[config.mk]
export PLATFORM = sky130hd
export DESIGN_NAME = ssd_display_arbiter_flat
export DESIGN_NICKNAME = d
export VERILOG_FILES = /design/src/rtl/ssd_arb_pkg.sv /design/src/rtl/ssd_display_arbiter_if.sv /design/src/rtl/ssd_display_arbiter_hex_to_sseg.sv /design/src/rtl/ssd_display_arbiter.sv /design/src/flat_wrapper.sv
export SDC_FILE = /design/constraint.sdc
export NUM_CORES = 1
export LEC_CHECK = 0
export ABC_AREA = 1
export CAP_MARGIN = 20
export CORE_MARGIN = 3
export CORE_UTILIZATION = 54
export DETAILED_ROUTE_END_ITERATION = 16
export PLACE_DENSITY = 0.95
export SLEW_MARGIN = 20
export SYNTH_ARGS = -nofsm -noshare
export SYNTH_HDL_FRONTEND = slang
export SYNTH_SLANG_ARGS = --single-unit
[constraint.sdc]
create_clock -name clk -period 6.36 [get_ports clk]
set_input_delay 1.272 -clock clk [delete_from_list [all_inputs] [get_ports clk]]
set_output_delay 1.272 -clock clk [all_outputs]
set_load 0.03 [all_outputs]
[src/rtl/ssd_arb_pkg.sv]
// Shared types, constants and slice helpers for the seven-segment display arbiter.
package ssd_arb_pkg;

    typedef enum logic [1:0] {
        IDLE   = 2'd0,
        SHOW   = 2'd1,
        URGENT = 2'd2
    } arb_state_e;

    localparam logic [6:0]  SEG_BLANK = 7'h7F;
    localparam int unsigned N_DIGITS  = 8;

    // Nibble k of a 32-bit source word; k=0 feeds hex0.
    function automatic logic [3:0] nibble_of(input logic [31:0] word, input int unsigned k);
        return word[4*k +: 4];
    endfunction

endpackage

[src/rtl/ssd_display_arbiter_if.sv]
// Request side and display side of the arbiter; slave is the arbiter itself.
interface ssd_display_arbiter_if #(
    parameter int unsigned N_SRC = 3
);
    logic [N_SRC-1:0]    src_req;
    logic [N_SRC*32-1:0] src_digits;
    logic [N_SRC*8-1:0]  src_dp;
    logic                urgent;
    logic [N_SRC-1:0]    grant;
    logic                switch_pulse;
    logic [6:0]          hex0, hex1, hex2, hex3, hex4, hex5, hex6, hex7;
    logic [7:0]          dpoints;

    modport master (
        output src_req, src_digits, src_dp, urgent,
        input  grant, switch_pulse, hex0, hex1, hex2, hex3, hex4, hex5, hex6, hex7, dpoints
    );

    modport slave (
        input  src_req, src_digits, src_dp, urgent,
        output grant, switch_pulse, hex0, hex1, hex2, hex3, hex4, hex5, hex6, hex7, dpoints
    );
endinterface

[src/rtl/ssd_display_arbiter_hex_to_sseg.sv]
// Combinational hex nibble to active-low {g,f,e,d,c,b,a} segment encoder.
module hex_to_sseg
    import ssd_arb_pkg::*;
(
    input  logic [3:0] nibble,
    output logic [6:0] seg_c
);
    always_comb begin
        seg_c = SEG_BLANK;
        case (nibble)
            4'h0: seg_c = 7'h40;
            4'h1: seg_c = 7'h79;
            4'h2: seg_c = 7'h24;
            4'h3: seg_c = 7'h30;
            4'h4: seg_c = 7'h19;
            4'h5: seg_c = 7'h12;
            4'h6: seg_c = 7'h02;
            4'h7: seg_c = 7'h78;
            4'h8: seg_c = 7'h00;
            4'h9: seg_c = 7'h10;
            4'hA: seg_c = 7'h08;
            4'hB: seg_c = 7'h03;
            4'hC: seg_c = 7'h46;
            4'hD: seg_c = 7'h21;
            4'hE: seg_c = 7'h06;
            4'hF: seg_c = 7'h0E;
            default: seg_c = SEG_BLANK;
        endcase
    end
endmodule

[src/rtl/ssd_display_arbiter.sv]
// Round-robin, minimum-dwell arbiter sharing the 8-digit display, with a blinking
// urgent override for source 0 and registered segment outputs.
module ssd_display_arbiter
    import ssd_arb_pkg::*;
#(
    parameter int unsigned N_SRC        = 3,
    parameter int unsigned DWELL_CYCLES = 200_000_000,
    parameter int unsigned BLINK_HALF   = 25_000_000
) (
    input  logic                  clk,
    input  logic                  reset,
    ssd_display_arbiter_if.slave  bus
);
    localparam int unsigned PTR_W   = $clog2(N_SRC);
    localparam int unsigned DWELL_W = $clog2(DWELL_CYCLES);
    localparam int unsigned BLINK_W = $clog2(BLINK_HALF + 1);
    localparam logic [PTR_W-1:0]   PTR_LAST  = PTR_W'(N_SRC - 1);
    localparam logic [DWELL_W-1:0] DWELL_MAX = DWELL_W'(DWELL_CYCLES - 1);
    localparam logic [BLINK_W-1:0] BLINK_MAX = BLINK_W'(BLINK_HALF - 1);

    arb_state_e         state_q, state_d;
    logic [PTR_W-1:0]   gidx_q, gidx_d, rr_ptr_q, rr_ptr_d;
    logic [N_SRC-1:0]   grant_q, grant_d;
    logic [DWELL_W-1:0] dwell_q, dwell_d;
    logic [BLINK_W-1:0] blink_cnt_q, blink_cnt_d;
    logic               blink_phase_q, blink_phase_d;
    logic               switch_pulse_q;

    function automatic logic [PTR_W-1:0] ptr_inc(input logic [PTR_W-1:0] p);
        return (p == PTR_LAST) ? '0 : p + PTR_W'(1);
    endfunction

    // {found, index} of the first requester at or after start, wrapping at N_SRC.
    function automatic logic [PTR_W:0] find_next(input logic [N_SRC-1:0] req,
                                                 input logic [PTR_W-1:0] start);
        logic [PTR_W-1:0] idx;
        logic [PTR_W-1:0] hit;
        logic             found;
        idx   = start;
        hit   = '0;
        found = 1'b0;
        for (int i = 0; i < int'(N_SRC); i++) begin
            if (!found && req[idx]) begin
                found = 1'b1;
                hit   = idx;
            end
            idx = ptr_inc(idx);
        end
        return {found, hit};
    endfunction

    logic             urgent_req_c, others_c, enter_urgent_c, sel_rr_c, sel_g_c;
    logic [PTR_W:0]   nxt_rr_c, nxt_g_c, nxt_c;

    always_comb begin
        state_d        = state_q;
        gidx_d         = gidx_q;
        grant_d        = grant_q;
        rr_ptr_d       = rr_ptr_q;
        dwell_d        = dwell_q;
        blink_cnt_d    = blink_cnt_q;
        blink_phase_d  = blink_phase_q;
        enter_urgent_c = 1'b0;
        sel_rr_c       = 1'b0;
        sel_g_c        = 1'b0;
        urgent_req_c   = bus.urgent & bus.src_req[0];
        others_c       = |(bus.src_req & ~grant_q);
        nxt_rr_c       = find_next(bus.src_req, rr_ptr_q);
        nxt_g_c        = find_next(bus.src_req, ptr_inc(gidx_q));

        case (state_q)
            IDLE: begin
                if (urgent_req_c) enter_urgent_c = 1'b1;
                else              sel_rr_c       = 1'b1;
            end
            SHOW: begin
                if (urgent_req_c)                            enter_urgent_c = 1'b1;
                else if (!bus.src_req[gidx_q])               sel_g_c        = 1'b1;
                else if (dwell_q == DWELL_MAX && others_c)   sel_g_c        = 1'b1;
                else if (dwell_q != DWELL_MAX)               dwell_d        = dwell_q + DWELL_W'(1);
            end
            URGENT: begin
                if (!urgent_req_c) begin
                    sel_rr_c = 1'b1;
                end else if (blink_cnt_q == BLINK_MAX) begin
                    blink_cnt_d   = '0;
                    blink_phase_d = ~blink_phase_q;
                end else begin
                    blink_cnt_d   = blink_cnt_q + BLINK_W'(1);
                end
            end
            default: begin
                state_d = IDLE;
                grant_d = '0;
            end
        endcase

        // Apply the chosen transition; the urgent episode never moves rr_ptr.
        nxt_c = sel_g_c ? nxt_g_c : nxt_rr_c;
        if (enter_urgent_c) begin
            state_d       = URGENT;
            gidx_d        = '0;
            grant_d       = N_SRC'(1);
            dwell_d       = '0;
            blink_cnt_d   = '0;
            blink_phase_d = 1'b0;
        end else if (sel_rr_c || sel_g_c) begin
            dwell_d = '0;
            if (nxt_c[PTR_W]) begin
                state_d = SHOW;
                gidx_d  = nxt_c[PTR_W-1:0];
                grant_d = N_SRC'(1) << nxt_c[PTR_W-1:0];
                if (sel_g_c) rr_ptr_d = ptr_inc(nxt_c[PTR_W-1:0]);
            end else begin
                state_d = IDLE;
                grant_d = '0;
            end
        end
    end

    always_ff @(posedge clk) begin
        if (reset) begin
            state_q        <= IDLE;
            gidx_q         <= '0;
            grant_q        <= '0;
            rr_ptr_q       <= '0;
            dwell_q        <= '0;
            blink_cnt_q    <= '0;
            blink_phase_q  <= 1'b0;
            switch_pulse_q <= 1'b0;
        end else begin
            state_q        <= state_d;
            gidx_q         <= gidx_d;
            grant_q        <= grant_d;
            rr_ptr_q       <= rr_ptr_d;
            dwell_q        <= dwell_d;
            blink_cnt_q    <= blink_cnt_d;
            blink_phase_q  <= blink_phase_d;
            switch_pulse_q <= (grant_d != grant_q);
        end
    end

    // Display path works from the registered grant, so it trails grant by one cycle.
    logic [31:0] shown_digits_c;
    logic [7:0]  shown_dp_c;
    logic        blank_c;
    logic [6:0]  seg_c [N_DIGITS];
    logic [6:0]  hex_q [N_DIGITS];
    logic [7:0]  dpoints_q;

    always_comb begin
        shown_digits_c = bus.src_digits[32'(gidx_q) * 32 +: 32];
        shown_dp_c     = bus.src_dp[32'(gidx_q) * 8 +: 8];
        blank_c        = (grant_q == '0) || (state_q == URGENT && blink_phase_q);
    end

    for (genvar k = 0; k < N_DIGITS; k++) begin : g_enc
        hex_to_sseg u_enc (
            .nibble (nibble_of(shown_digits_c, k)),
            .seg_c  (seg_c[k])
        );
    end

    always_ff @(posedge clk) begin
        if (reset) begin
            for (int k = 0; k < int'(N_DIGITS); k++) hex_q[k] <= SEG_BLANK;
            dpoints_q <= '0;
        end else begin
            for (int k = 0; k < int'(N_DIGITS); k++) hex_q[k] <= blank_c ? SEG_BLANK : seg_c[k];
            dpoints_q <= blank_c ? 8'h00 : shown_dp_c;
        end
    end

    assign bus.grant        = grant_q;
    assign bus.switch_pulse = switch_pulse_q;
    assign bus.hex0         = hex_q[0];
    assign bus.hex1         = hex_q[1];
    assign bus.hex2         = hex_q[2];
    assign bus.hex3         = hex_q[3];
    assign bus.hex4         = hex_q[4];
    assign bus.hex5         = hex_q[5];
    assign bus.hex6         = hex_q[6];
    assign bus.hex7         = hex_q[7];
    assign bus.dpoints      = dpoints_q;

endmodule
[src/flat_wrapper.sv]
// flat-port wrapper written by rule: the top's interface ports become plain ports
module ssd_display_arbiter_flat import ssd_arb_pkg::*;
#(
    parameter int unsigned N_SRC        = 3,
    parameter int unsigned DWELL_CYCLES = 200_000_000,
    parameter int unsigned BLINK_HALF   = 25_000_000
)
  (clk, reset, bus_src_req, bus_src_digits, bus_src_dp, bus_urgent, bus_grant, bus_switch_pulse, bus_hex0, bus_hex1, bus_hex2, bus_hex3, bus_hex4, bus_hex5, bus_hex6, bus_hex7, bus_dpoints);
  ssd_display_arbiter_if #(.N_SRC(N_SRC)) bus_i ();
  input  logic clk;
  input  logic reset;
  input wire logic [$bits(bus_i.src_req)-1:0] bus_src_req;
  input wire logic [$bits(bus_i.src_digits)-1:0] bus_src_digits;
  input wire logic [$bits(bus_i.src_dp)-1:0] bus_src_dp;
  input wire logic [$bits(bus_i.urgent)-1:0] bus_urgent;
  output wire logic [$bits(bus_i.grant)-1:0] bus_grant;
  output wire logic [$bits(bus_i.switch_pulse)-1:0] bus_switch_pulse;
  output wire logic [$bits(bus_i.hex0)-1:0] bus_hex0;
  output wire logic [$bits(bus_i.hex1)-1:0] bus_hex1;
  output wire logic [$bits(bus_i.hex2)-1:0] bus_hex2;
  output wire logic [$bits(bus_i.hex3)-1:0] bus_hex3;
  output wire logic [$bits(bus_i.hex4)-1:0] bus_hex4;
  output wire logic [$bits(bus_i.hex5)-1:0] bus_hex5;
  output wire logic [$bits(bus_i.hex6)-1:0] bus_hex6;
  output wire logic [$bits(bus_i.hex7)-1:0] bus_hex7;
  output wire logic [$bits(bus_i.dpoints)-1:0] bus_dpoints;
  assign bus_i.src_req = bus_src_req;
  assign bus_i.src_digits = bus_src_digits;
  assign bus_i.src_dp = bus_src_dp;
  assign bus_i.urgent = bus_urgent;
  assign bus_grant = bus_i.grant;
  assign bus_switch_pulse = bus_i.switch_pulse;
  assign bus_hex0 = bus_i.hex0;
  assign bus_hex1 = bus_i.hex1;
  assign bus_hex2 = bus_i.hex2;
  assign bus_hex3 = bus_i.hex3;
  assign bus_hex4 = bus_i.hex4;
  assign bus_hex5 = bus_i.hex5;
  assign bus_hex6 = bus_i.hex6;
  assign bus_hex7 = bus_i.hex7;
  assign bus_dpoints = bus_i.dpoints;
  ssd_display_arbiter #(.N_SRC(N_SRC), .DWELL_CYCLES(DWELL_CYCLES), .BLINK_HALF(BLINK_HALF)) u_core (.clk(clk), .reset(reset), .bus(bus_i));
endmodule
---- Word level (Yosys, flattened, before mapping) ----
Memory sizes are Yosys's and may differ from the RTL's.
Cells that the tools add are included.
word-level totals
  memories ................................ 9
  ROM bits ................................ 896
  bits in latches ......................... 0
  flip-flop bits (word level) ............. 72
  memory bits (writable) .................. 56
  output and inout port bits .............. 68
  input port bits ......................... 126
memories
  memory           words  bits a word  rd ports  clocked after memory_dff  wr ports  RTL line                               source
  (no name shown)  16     7            1         0                         0         ssd_display_arbiter_hex_to_sseg.sv:10  case (nibble)
  (no name shown)  16     7            1         0                         0         ssd_display_arbiter_hex_to_sseg.sv:10
  (no name shown)  16     7            1         0                         0         ssd_display_arbiter_hex_to_sseg.sv:10
  (no name shown)  16     7            1         0                         0         ssd_display_arbiter_hex_to_sseg.sv:10
  (no name shown)  16     7            1         0                         0         ssd_display_arbiter_hex_to_sseg.sv:10
  (no name shown)  16     7            1         0                         0         ssd_display_arbiter_hex_to_sseg.sv:10
  +3 memories      --     --           --        --                        --        --
operators by class
  div/mod/pow operators ................... 0
  muxes and demuxes ....................... 69
  multipliers ............................. 0
  shifts and indexed selects .............. 3
  bitwise logic cells ..................... 15
  equal/unequal tests ..................... 14
  reduce and logical (&&, ||, !) cells .... 26
  add/sub/neg operators ................... 8
  order comparisons ....................... 7
operators with widths
  kind                                                count
  two-way mux 7 bit                                   16
  variable part select 96 x 8 -> 32 bit               1
  two-way mux 2 bit                                   15
  adder 28 x 1 -> 28 bit, second input constant       1
  == test 28 bit, second input constant               1
  inequality test 28 bit, second input constant       1
  adder 25 x 1 -> 25 bit, second input constant       1
  == test 25 bit, second input constant               1
  two-way mux 1 bit                                   25
  two-way mux 25 bit                                  1
  variable part select 24 x 6 -> 8 bit                1
  < comparator 2 x 3 -> 1 bit, second input constant  7
  two-way mux 3 bit                                   5
  binary-select mux 1 bit (select 2 bit)              7
  == test 2 bit, second input constant                7
  adder 2 x 1 -> 2 bit, second input constant         6
  OR reduction 3 bit                                  3
  bitwise OR 1 bit                                    8
  OR reduction 2 bit                                  4
  logical AND 1 bit                                   6
  AND reduction 5 bit                                 1
  logical NOT 1 bit                                   4
  NOT 1 bit                                           4
  AND reduction 2 bit                                 2
  13 further kinds                                    14

---- Depth between registers and ports, before layout ----
Gate-level depths: netlist of the first run.
  depth after elaboration ................. 17
  mapped depth ............................ 17
  gate-level depth less buffers ........... 17

---- By module ----
From an unflattened synthesis of the first run, not the netlist that was laid out.
unflattened totals
  cells, all modules ...................... 1252
  area total of the unflattened synthesis .. 8345.5 sq um
by module, submodules not included
  module               instances  cells an instance  area each (sq um)  sequential area each (sq um)
  ssd_display_arbiter  1          860                6153.4             2562.5
  hex_to_sseg          8          49                 274.0              0.0

---- Worst setup path before layout of the first run ----
No wires, ideal clock.
  path type ............................... in2reg
  from .................................... input port bus_src_req[1]
  to ...................................... register u_core.dwell_q[26]
  data arrival time ....................... 2647 ps
  required time ........................... 6243 ps
  library setup time ...................... 117 ps
  slack ................................... 3595 ps
  stages .................................. 14
  cell sequence ........................... clkbuf_1 -> nand2_1 -> o21ai_2 -> inv_2 -> nor2_2 -> nand2_2 -> clkinv_2 -> nand4_4 -> nor2_4 -> nand2_2 -> nor2_2 -> nand2_1 -> o21ai_1 -> a21oi_1
between the ends
  word-level cells in the longest chain between the ends .. 9
RTL lines
  item                                 RTL line                    source
  start: declaration                   flat_wrapper.sv:12          input wire logic [$bits(bus_i.src_req)-1:0] bus_src_req;
  bitwise AND 3 bit                    ssd_display_arbiter.sv:67   others_c = |(bus.src_req & ~grant_q);
  OR reduction 3 bit                   ssd_display_arbiter.sv:67
  logical AND 1 bit                    ssd_display_arbiter.sv:79   else if (dwell_q == DWELL_MAX && others_c) sel_g_c = 1'b1;
  two-way mux 1 bit                    ssd_display_arbiter.sv:79
  two-way mux 1 bit                    ssd_display_arbiter.sv:78   else if (!bus.src_req[gidx_q]) sel_g_c = 1'b1;
  two-way mux 1 bit                    ssd_display_arbiter.sv:77   if (urgent_req_c) enter_urgent_c = 1'b1;
  two-way mux 1 bit                    ssd_display_arbiter.sv:71   case (state_q)
  logical OR 1 bit                     ssd_display_arbiter.sv:107  end else if (sel_rr_c || sel_g_c) begin
  OR reduction 3 bit (no source line)  --
  end signal: assignment               ssd_display_arbiter.sv:136  dwell_q <= dwell_d;
  end: declaration                     ssd_display_arbiter.sv:24   logic [DWELL_W-1:0] dwell_q, dwell_d;
Parallel ways exist; a longest one is shown, timed or not. The select of a mux whose other input is x is not followed.
A chain may end at the register's enable or synchronous reset.

---- Final worst setup path of the first run ----
  from .................................... input port bus_src_req[0]
  to ...................................... register u_core.dwell_q[7]
Same word-level chain as after synthesis.

==> impl_summary.md, run 1 <==
Floorplan
Pin placement for this block handled 194 I/O pins. The effective utilization at floorplan is 0.563. The area inside the core boundary is 13500 µm². After floorplanning, the core was divided into 42 placement rows. From bottom edge to top edge, the die measures 125 µm. From left edge to right edge, the die measures 125 µm. The area of the die is between 15000 and 20000 µm².

Pwr
The total net switching power is ~0.0011 W. Internal power comes to 0.00197 W. The share of total power dissipated in the clock network is 0.336. For this design the static power due to leakage is 4.09 nW. The switching part of the total is 0.355.

The fraction of power consumed by combinational cells is 0.361. The worst-case IR drop observed on VDD is roughly 210 µV. The power density over cell area is ~300 nW/µm².

The share of total power in sequential cells is 0.303.

CTS
In this run, CTS created clock tree buffers numbering 17. The number of setup buffers added after CTS is 0. The CTS clock-pin slew for the worst setup and hold paths is around 0.06 ns. The clock passes through at most 2 buffers.

The tree is rooted in a sky130_fd_sc_hd__clkbuf_16. TritonCTS built the clock tree. After clock tree synthesis, the repair step resized 0 gates. The CTS sink count is 128.

In this run the number of H-tree levels came out at 4. The number of hold-repair buffers added at the cts stage is 0. The later pin in the worst-skew pair is clocked with a latency of about 0.42 ns.

Global routing
The global-route wire length before repair is 36.1 mm. The total congestion overflow after global routing is 0. The number of global-route vias before repair is ~7800. The number of antenna violations at the first check in global routing is 1. Across every metal layer, demand over resource in global routing totals 0.277. Entering global routing, the biggest net connects 45 pins.

Critical path
Measured in cells, the most critical reg-to-reg path has a length of 11. Data arrives at the worst endpoint at around 3.9 ns. STA classifies the critical path startpoint as an input pin.

The worst setup path is captured at a register. Of all nets on the critical path, the largest fanout is 15. The worst register-to-register path ends at u_core.dwell_q[7]$_SDFFE_PP0P_. The worst setup path is of the in -> reg kind. On the worst path, the slowest cell contributes a delay of 0.62 ns. The worst register-to-register path begins at u_core.gidx_q[0]$_SDFFE_PP0P_.

The slowest stage of the critical path belongs to the cell sky130_fd_sc_hd__clkdlybuf4s50_1. The library cell appearing most often on the critical path is sky130_fd_sc_hd__nand2_1. The critical path goes through clkdlybuf4s50_1 > inv_1 > nand2_1 > nand2_1 > o21ai_2 > nand2_1 > nand2_2 > nand2_2 > nor2_2 > inv_1 > a221oi_1. Across all register-to-register paths, the minimum setup slack is 3.38 ns.

The data required time at the worst endpoint is 6.68 ns.

Routing
The total via count after detailed routing is 8038. Summed over all nets, wire length on met3 after detailed routing comes to 1.64 mm. Wire segments on met2 add up to 11.0 mm in the final route. The number of iterations in the first detailed-routing pass is 5. The number of DRC violations after detailed routing is 0.

The number of routed nets with antenna violations is 0. The highest routing layer actually used is met4. After detailed routing, the average wire length per cell comes to 15.4 µm. The number of DRC markers in iteration 0 is between 600 and 700. The wire length reported by the detailed router is 22.1 mm. In the final routing, the length of wire on met1 measures 8.70 mm.

Dividing the detail-routed via count by the number of cells gives 5.58.

Logic synthesis
The synthesized instance count is 1075. The share of synthesized area occupied by flip-flops and latches is 0.337. Yosys printed 0 warnings.

The synthesized area divided by synthesized cell count is 7.08 µm². For this run, the leading register cell type out of synthesis is sky130_fd_sc_hd__dfxtp_1. Of all flip-flops after synthesis, the portion carrying an async set or reset was 0. When the netlist entered floorplanning its net count stood at 1251. The synthesized netlist contains 49 unique library cells. Counting flops with a built-in enable in the synthesized netlist gives 0. The flip-flop and latch count after synthesis is 128. The mapped netlist covers roughly 7600 µm².

Timing
The number of failing hold endpoints at the final stage came to 0. Across the routed clock network, the largest skew measured is 0.00743 ns. Of the available clock period, the critical path in the final layout requires 0.560. Setup repair after global routing left no endpoint under its margin. The setup TNS is 0 ns. The max-slew violation count is 0.

Setup slack on the critical path of the routed design comes to between 2 and 3 ns. The count of endpoints failing setup in the final report is 0. The clock period could shrink to 3.56 ns. The max-slew headroom at the worst pin is 0.308. The transition time of the tightest slew-check pin is 1.04 ns. The top achievable clock speed is 281 MHz.

Final layout
The post-synthesis to final-layout area growth is 34.7%. The share of post-route cells with drive strength above 1 is 0.0641. The number of nets in the final layout is 1426. The post-route core utilization is 0.759. The library cell used most frequently in the layout, excluding fill and tap cells, is sky130_fd_sc_hd__nand2_1. The top cell types in the final layout, fill and taps aside, are sky130_fd_sc_hd__nand2_1, sky130_fd_sc_hd__clkdlybuf4s50_1, sky130_fd_sc_hd__inv_1.

Placed design
Port buffering added just under 200 buffers. Routability-driven placement finished with a final weighted congestion of 0.909. The placement-stage worst setup slack is 2.43 ns. The placed wire-length estimate is 15.6 mm.

Worst hold path
The path type of the worst min-delay path is reg -> reg. The path with the worst hold slack has its endpoint at u_core.blink_cnt_q[24]$_SDFFE_PP0P_. The worst hold path stage count is 1. The hold path startpoint is u_core.blink_cnt_q[24]$_SDFFE_PP0P_.

Status
The run finished with clean final reports.

Flow run
Max-cap violations in this run came to 0.
## final cells by class
cell class                      count  area (µm²)
Antenna cell                        1        2.50
Clock buffer                       21         460
Clock inverter                     11         161
Fill cell                         906        3260
Inverter                          135         508
Multi-Input combinational cell    773        4390
Sequential cell                   128        2560
Tap cell                          176         220
Timing Repair Buffer              195        1950
## flip-flops by register name, summed over array words and instances, names as in the netlist
register / cells
u_core.state_q: 2
u_core.dwell_q: 28
u_core.hex_q: 56
u_core.blink_cnt_q: 25
u_core.bus.dpoints: 8
u_core.rr_ptr_q: 2
u_core.blink_phase_q: 1
u_core.bus.grant: 3
u_core.gidx_q: 2
u_core.bus.switch_pulse: 1
## power groups by stage
stage               combinational [W]  sequential [W]  clock [W]
floorplan                    0.000518         0.00111          0
global placement              0.00104        0.000942          0
detailed placement            0.00108        0.000943          0
CTS                           0.00109        0.000929    0.00103
global route                  0.00120        0.000936    0.00106
finish                        0.00110        0.000929    0.00103
## stage by stage
step	area [µm²]	hold WS, ns	total power, W	std cells
final	10200	0.468	0.00306	1440
after global placement	9620	0.442	0.00198	1407
after global routing	10200	0.498	0.00320	1440
after CTS	10200	0.471	0.00305	1439
after detailed placement	9620	0.461	0.00202	1407
after floorplan	7610	0.426	0.00163	1075
## Yosys cell counts, drive strengths merged (3+ instances only)
cell    instances  share of area
o21ai          88          0.059
o311ai         13          0.015
clkbuf         17         0.0084
a22oi          33          0.033
dfxtp         128           0.34
nand2         236           0.12
a31oi          25          0.021
nor4            4         0.0033
xor2            6         0.0069
nand4          15          0.015
and2           31          0.025
ha             50          0.082
a211oi          3         0.0036
inv           133          0.066
a21oi          69          0.045
nand3          59          0.042
o211ai          3         0.0030
nor3           27          0.019
buf            22          0.014
nor2           90          0.056
o21a            4         0.0039
xnor2           4         0.0046
## routing by layer
| layer | global-route usage | vias up |
|---|---|---|
| met1 | 0.314 | 3706 |
| met4 | 0.112 | 0 |
| met3 | 0.0746 | 56 |
| li1 | - | 3934 |
| met2 | 0.490 | 342 |
| met5 | 0 | - |
## cell families (layout without fill, tap and decap cells)
| logic type | count (synthesis) | count (layout) | share of synthesized area |
|---|---|---|---|
| buf+inv | 174 | 362 | 0.0888 |
| compound gates | 245 | 245 | 0.193 |
| flops | 128 | 128 | 0.337 |
| fa+ha+maj | 50 | 50 | 0.0823 |
| xor+xnor | 10 | 10 | 0.0115 |
| other cells | 0 | 1 | 0 |
| simple gates | 468 | 468 | 0.288 |
## worst max-delay path by stage
stage,from,to,slack (ns),cells past startpoint
floorplan,bus_src_req[1],u_core.dwell_q[26]$_SDFFE_PP0P_,3.60,14
global route,bus_src_req[0],u_core.dwell_q[17]$_SDFFE_PP0P_,2.52,11
detailed placement,bus_src_req[0],u_core.dwell_q[21]$_SDFFE_PP0P_,2.43,12
finish,bus_src_req[0],u_core.dwell_q[7]$_SDFFE_PP0P_,2.80,11
global placement,bus_src_req[0],u_core.dwell_q[23]$_SDFFE_PP0P_,2.56,12
CTS,bus_src_req[0],u_core.dwell_q[7]$_SDFFE_PP0P_,2.84,11
## critical path, delay by kind of cell
kind	cells	cell delay, ns
buf+inv	3	1.18
simple gates	6	0.95
compound gates	2	0.47
Power figures use the tool's default switching activity.
==> run 2, diff against run 1 <==
CORE_UTILIZATION = 50   (was 54)
PLACE_DENSITY = 0.9   (was 0.95)
clock period = 3.6 ns   (was 6.36 ns; I/O delays follow)
==> impl_summary.md, run 2 (synthesis gave the netlist of run 1 again) <==
Placed design
Detailed placement ended at an HPWL of around 16 mm. The global placer's final weighted congestion is 0.929. The cell area after placement is 9660 µm². In this run the tool buffered the top-level ports with about 190 buffer cells.

Flow run
The tool flagged a number of max-cap violations equal to 0.

Floorplan
The floorplan has 44 rows. The die extent in y is 129 µm. For this configuration, the core starts out at a cell density of 0.517. From left edge to right edge, the die measures 129 µm. The number of I/O pins is 194.

The core region is between 10000 and 15000 µm². The die covers 16700 µm².

Final layout
The top register by number of flip-flops is u_core.hex_q. The post-synthesis to final-layout area growth is 34.9%. The largest registers in the layout are u_core.hex_q: 56 flops, u_core.dwell_q: 28 flops, u_core.blink_cnt_q: 25 flops. The commonest non-fill, non-tap cell in the layout is sky130_fd_sc_hd__nand2_1. The final instance area is 10300 µm². The post-route core utilization is 0.698. The share of post-route cells with drive strength above 1 is 0.0632.

The number of flip-flops under the largest register name is 56. Leaving out fill and tap cells, the most frequent cells in the layout are sky130_fd_sc_hd__nand2_1, sky130_fd_sc_hd__clkdlybuf4s50_1, sky130_fd_sc_hd__inv_1. The number of fill cells in the layout is 1143.

For this run, the post-layout net count is 1430.

Worst hold path
The hold path startpoint is u_core.blink_cnt_q[24]$_SDFFE_PP0P_. The worst hold path belongs to the class reg -> reg. The end point of the most critical hold path is u_core.blink_cnt_q[24]$_SDFFE_PP0P_.

The worst hold path stage count is 1.

Critical path
The critical path is of the in -> reg type. STA classifies the critical path startpoint as an input pin. In this run the worst path has a maximum fanout of 15. The endpoint identified for the worst register-to-register timing path is u_core.hex_q[0][18]$_SDFF_PP1_.

The worst reg2reg path startpoint is u_core.gidx_q[1]$_SDFFE_PP0P_. The critical path endpoint category is a register. STA puts the critical path data required time at between 3 and 4 ns.

Measured in cells, the most critical reg-to-reg path has a length of 9. The register-to-register setup slack is around 0.91 ns. The worst path arrival time is 3.29 ns.

Routing
The mean number of vias per cell is 5.44. The total via count after detailed routing is roughly 7900. The wire length reported by the detailed router is 21.6 mm. Dividing the detail-routed wire length by the instance count gives 14.9 µm. The number of iterations in the first detailed-routing pass is 5.

After detailed routing, the number of remaining DRC violations is 0. The number of routed nets with antenna violations is 0. In this run, the number of DRC markers left after iteration 0 of detailed routing was 528.

Pwr
In this run the static leakage power is 4.09 nW. The maximum resistive drop on vdd is 434 µV. Power spread over the standard cell area amounts to 519 nW/µm².

Global routing
The number of antenna violations at the first check in global routing is 1. In the global route stage, overall resource usage came out at 0.259. The number of global-route vias before repair is 7445. The maximum number of pins on one net before global-route repair is 41. The total congestion overflow after global routing is 0.

The first global-routing pass estimated 35.0 mm of wire.

Timing
The max-slew headroom at the worst pin is 0.359. At the pin with the least slew margin, the transition time is 0.960 ns. The period utilization is 0.813. Across the routed clock network, the largest skew measured is approximately 0.011 ns.

Setup repair after global routing left no endpoint under its margin. The top achievable clock speed is 342 MHz. The max-slew violation count is 0. The worst-case hold slack is 0.466 ns. The count of endpoints failing setup in the final report is 0.

In the final timing run, aggregate negative setup slack is 0 ns. The final period demand of the worst path is 2.93 ns. The number of failing hold endpoints at the final stage was 0.

CTS
The CTS sink count is between 100 and 150. The cell at the root of the clock tree is sky130_fd_sc_hd__clkbuf_16. The number of hold buffers added after CTS was 0. TritonCTS built the clock tree. The later-pin clock latency in the skew report is 0.43 ns. The total CTS buffers is 17.

The number of setup buffers added after CTS is 0. The depth of the CTS H-tree is 4. Clock-pin slew was measured on the worst setup and hold paths at approximately 0.05 ns. In this run the deepest clock path goes through 2 buffers. Once the clock tree was built, the resizer swapped 0 gates to a different size.

Status
The flow ran to the end, and the final reports show no timing, DRC or antenna violations.
-- run 2: cell types whose count changed in the layout (fill, tap and decap cells not counted), sizes merged --
cell    previous run  this run
buf                2         6
clkinv             8         3
clkbuf            21        26
bufinv             4         3
-- run 2: area by class of cell --
class | count | area, µm² | share of cell area
flip-flops and latches | 128 | 2560 | 0.250
inverters | 135 | 508 | 0.0495
diodes | 1 | 2.50 | 0.000244
multi-input cells | 773 | 4390 | 0.428
clock buffers | 26 | 489 | 0.0477
repair buffers | 199 | 1980 | 0.193
well taps | 184 | 230 | 0.0224
clock inverters | 5 | 103 | 0.0100
-- run 2: per-layer routing --
| metal | vias up | part of all wire | global-route usage |
|---|---|---|---|
| met5 | - | 0 | 0 |
| met3 | 44 | 0.082 | 0.0870 |
| met4 | 0 | 0.024 | 0.0883 |
| met1 | 3615 | 0.39 | 0.293 |
| met2 | 283 | 0.50 | 0.457 |
| li1 | 3950 | - | - |
-- run 2: how the worst max path moves through the flow --
stage	startpoint	end	slack, ns	cells past startpoint
global placement	bus_src_req[0]	u_core.blink_cnt_q[21]$_SDFFE_PP0P_	0.38	10
finish	bus_src_req[0]	u_core.blink_cnt_q[21]$_SDFFE_PP0P_	0.67	9
detailed placement	bus_src_req[0]	u_core.blink_cnt_q[21]$_SDFFE_PP0P_	0.29	10
CTS	bus_src_req[0]	u_core.blink_cnt_q[21]$_SDFFE_PP0P_	0.70	9
floorplan	bus_src_req[1]	u_core.dwell_q[26]$_SDFFE_PP0P_	1.39	14
global route	bus_src_req[0]	u_core.blink_cnt_q[21]$_SDFFE_PP0P_	0.46	9
-- run 2: critical path: stages --
cell	delay, ns
sky130_fd_sc_hd__clkdlybuf4s50_1	0.53
sky130_fd_sc_hd__nand2_2	0.19
sky130_fd_sc_hd__nor2_1	0.07
sky130_fd_sc_hd__nor2_1	0.15
sky130_fd_sc_hd__inv_1	0.17
sky130_fd_sc_hd__nor2_1	0.76
sky130_fd_sc_hd__inv_1	0.36
sky130_fd_sc_hd__a21oi_1	0.20
sky130_fd_sc_hd__o21a_1	0.13
-- run 2: report_power, final --
part	total, W	switching (W)	internal [W]
Combinational	0.00194	0.00121	0.000729
Clock	0.00175	0.000611	0.00114
Sequential	0.00163	0.0000578	0.00158
Total	0.00532	0.00188	0.00344
-- run 2: stage by stage --
stage / setup slack, ns / power [W] / cells
after global routing: 0.461 / 0.00559 / 1451
after global placement: 0.384 / 0.00352 / 1419
after floorplan: 1.39 / 0.00287 / 1075
after CTS: 0.704 / 0.00531 / 1450
final: 0.673 / 0.00532 / 1451
after detailed placement: 0.292 / 0.00356 / 1419
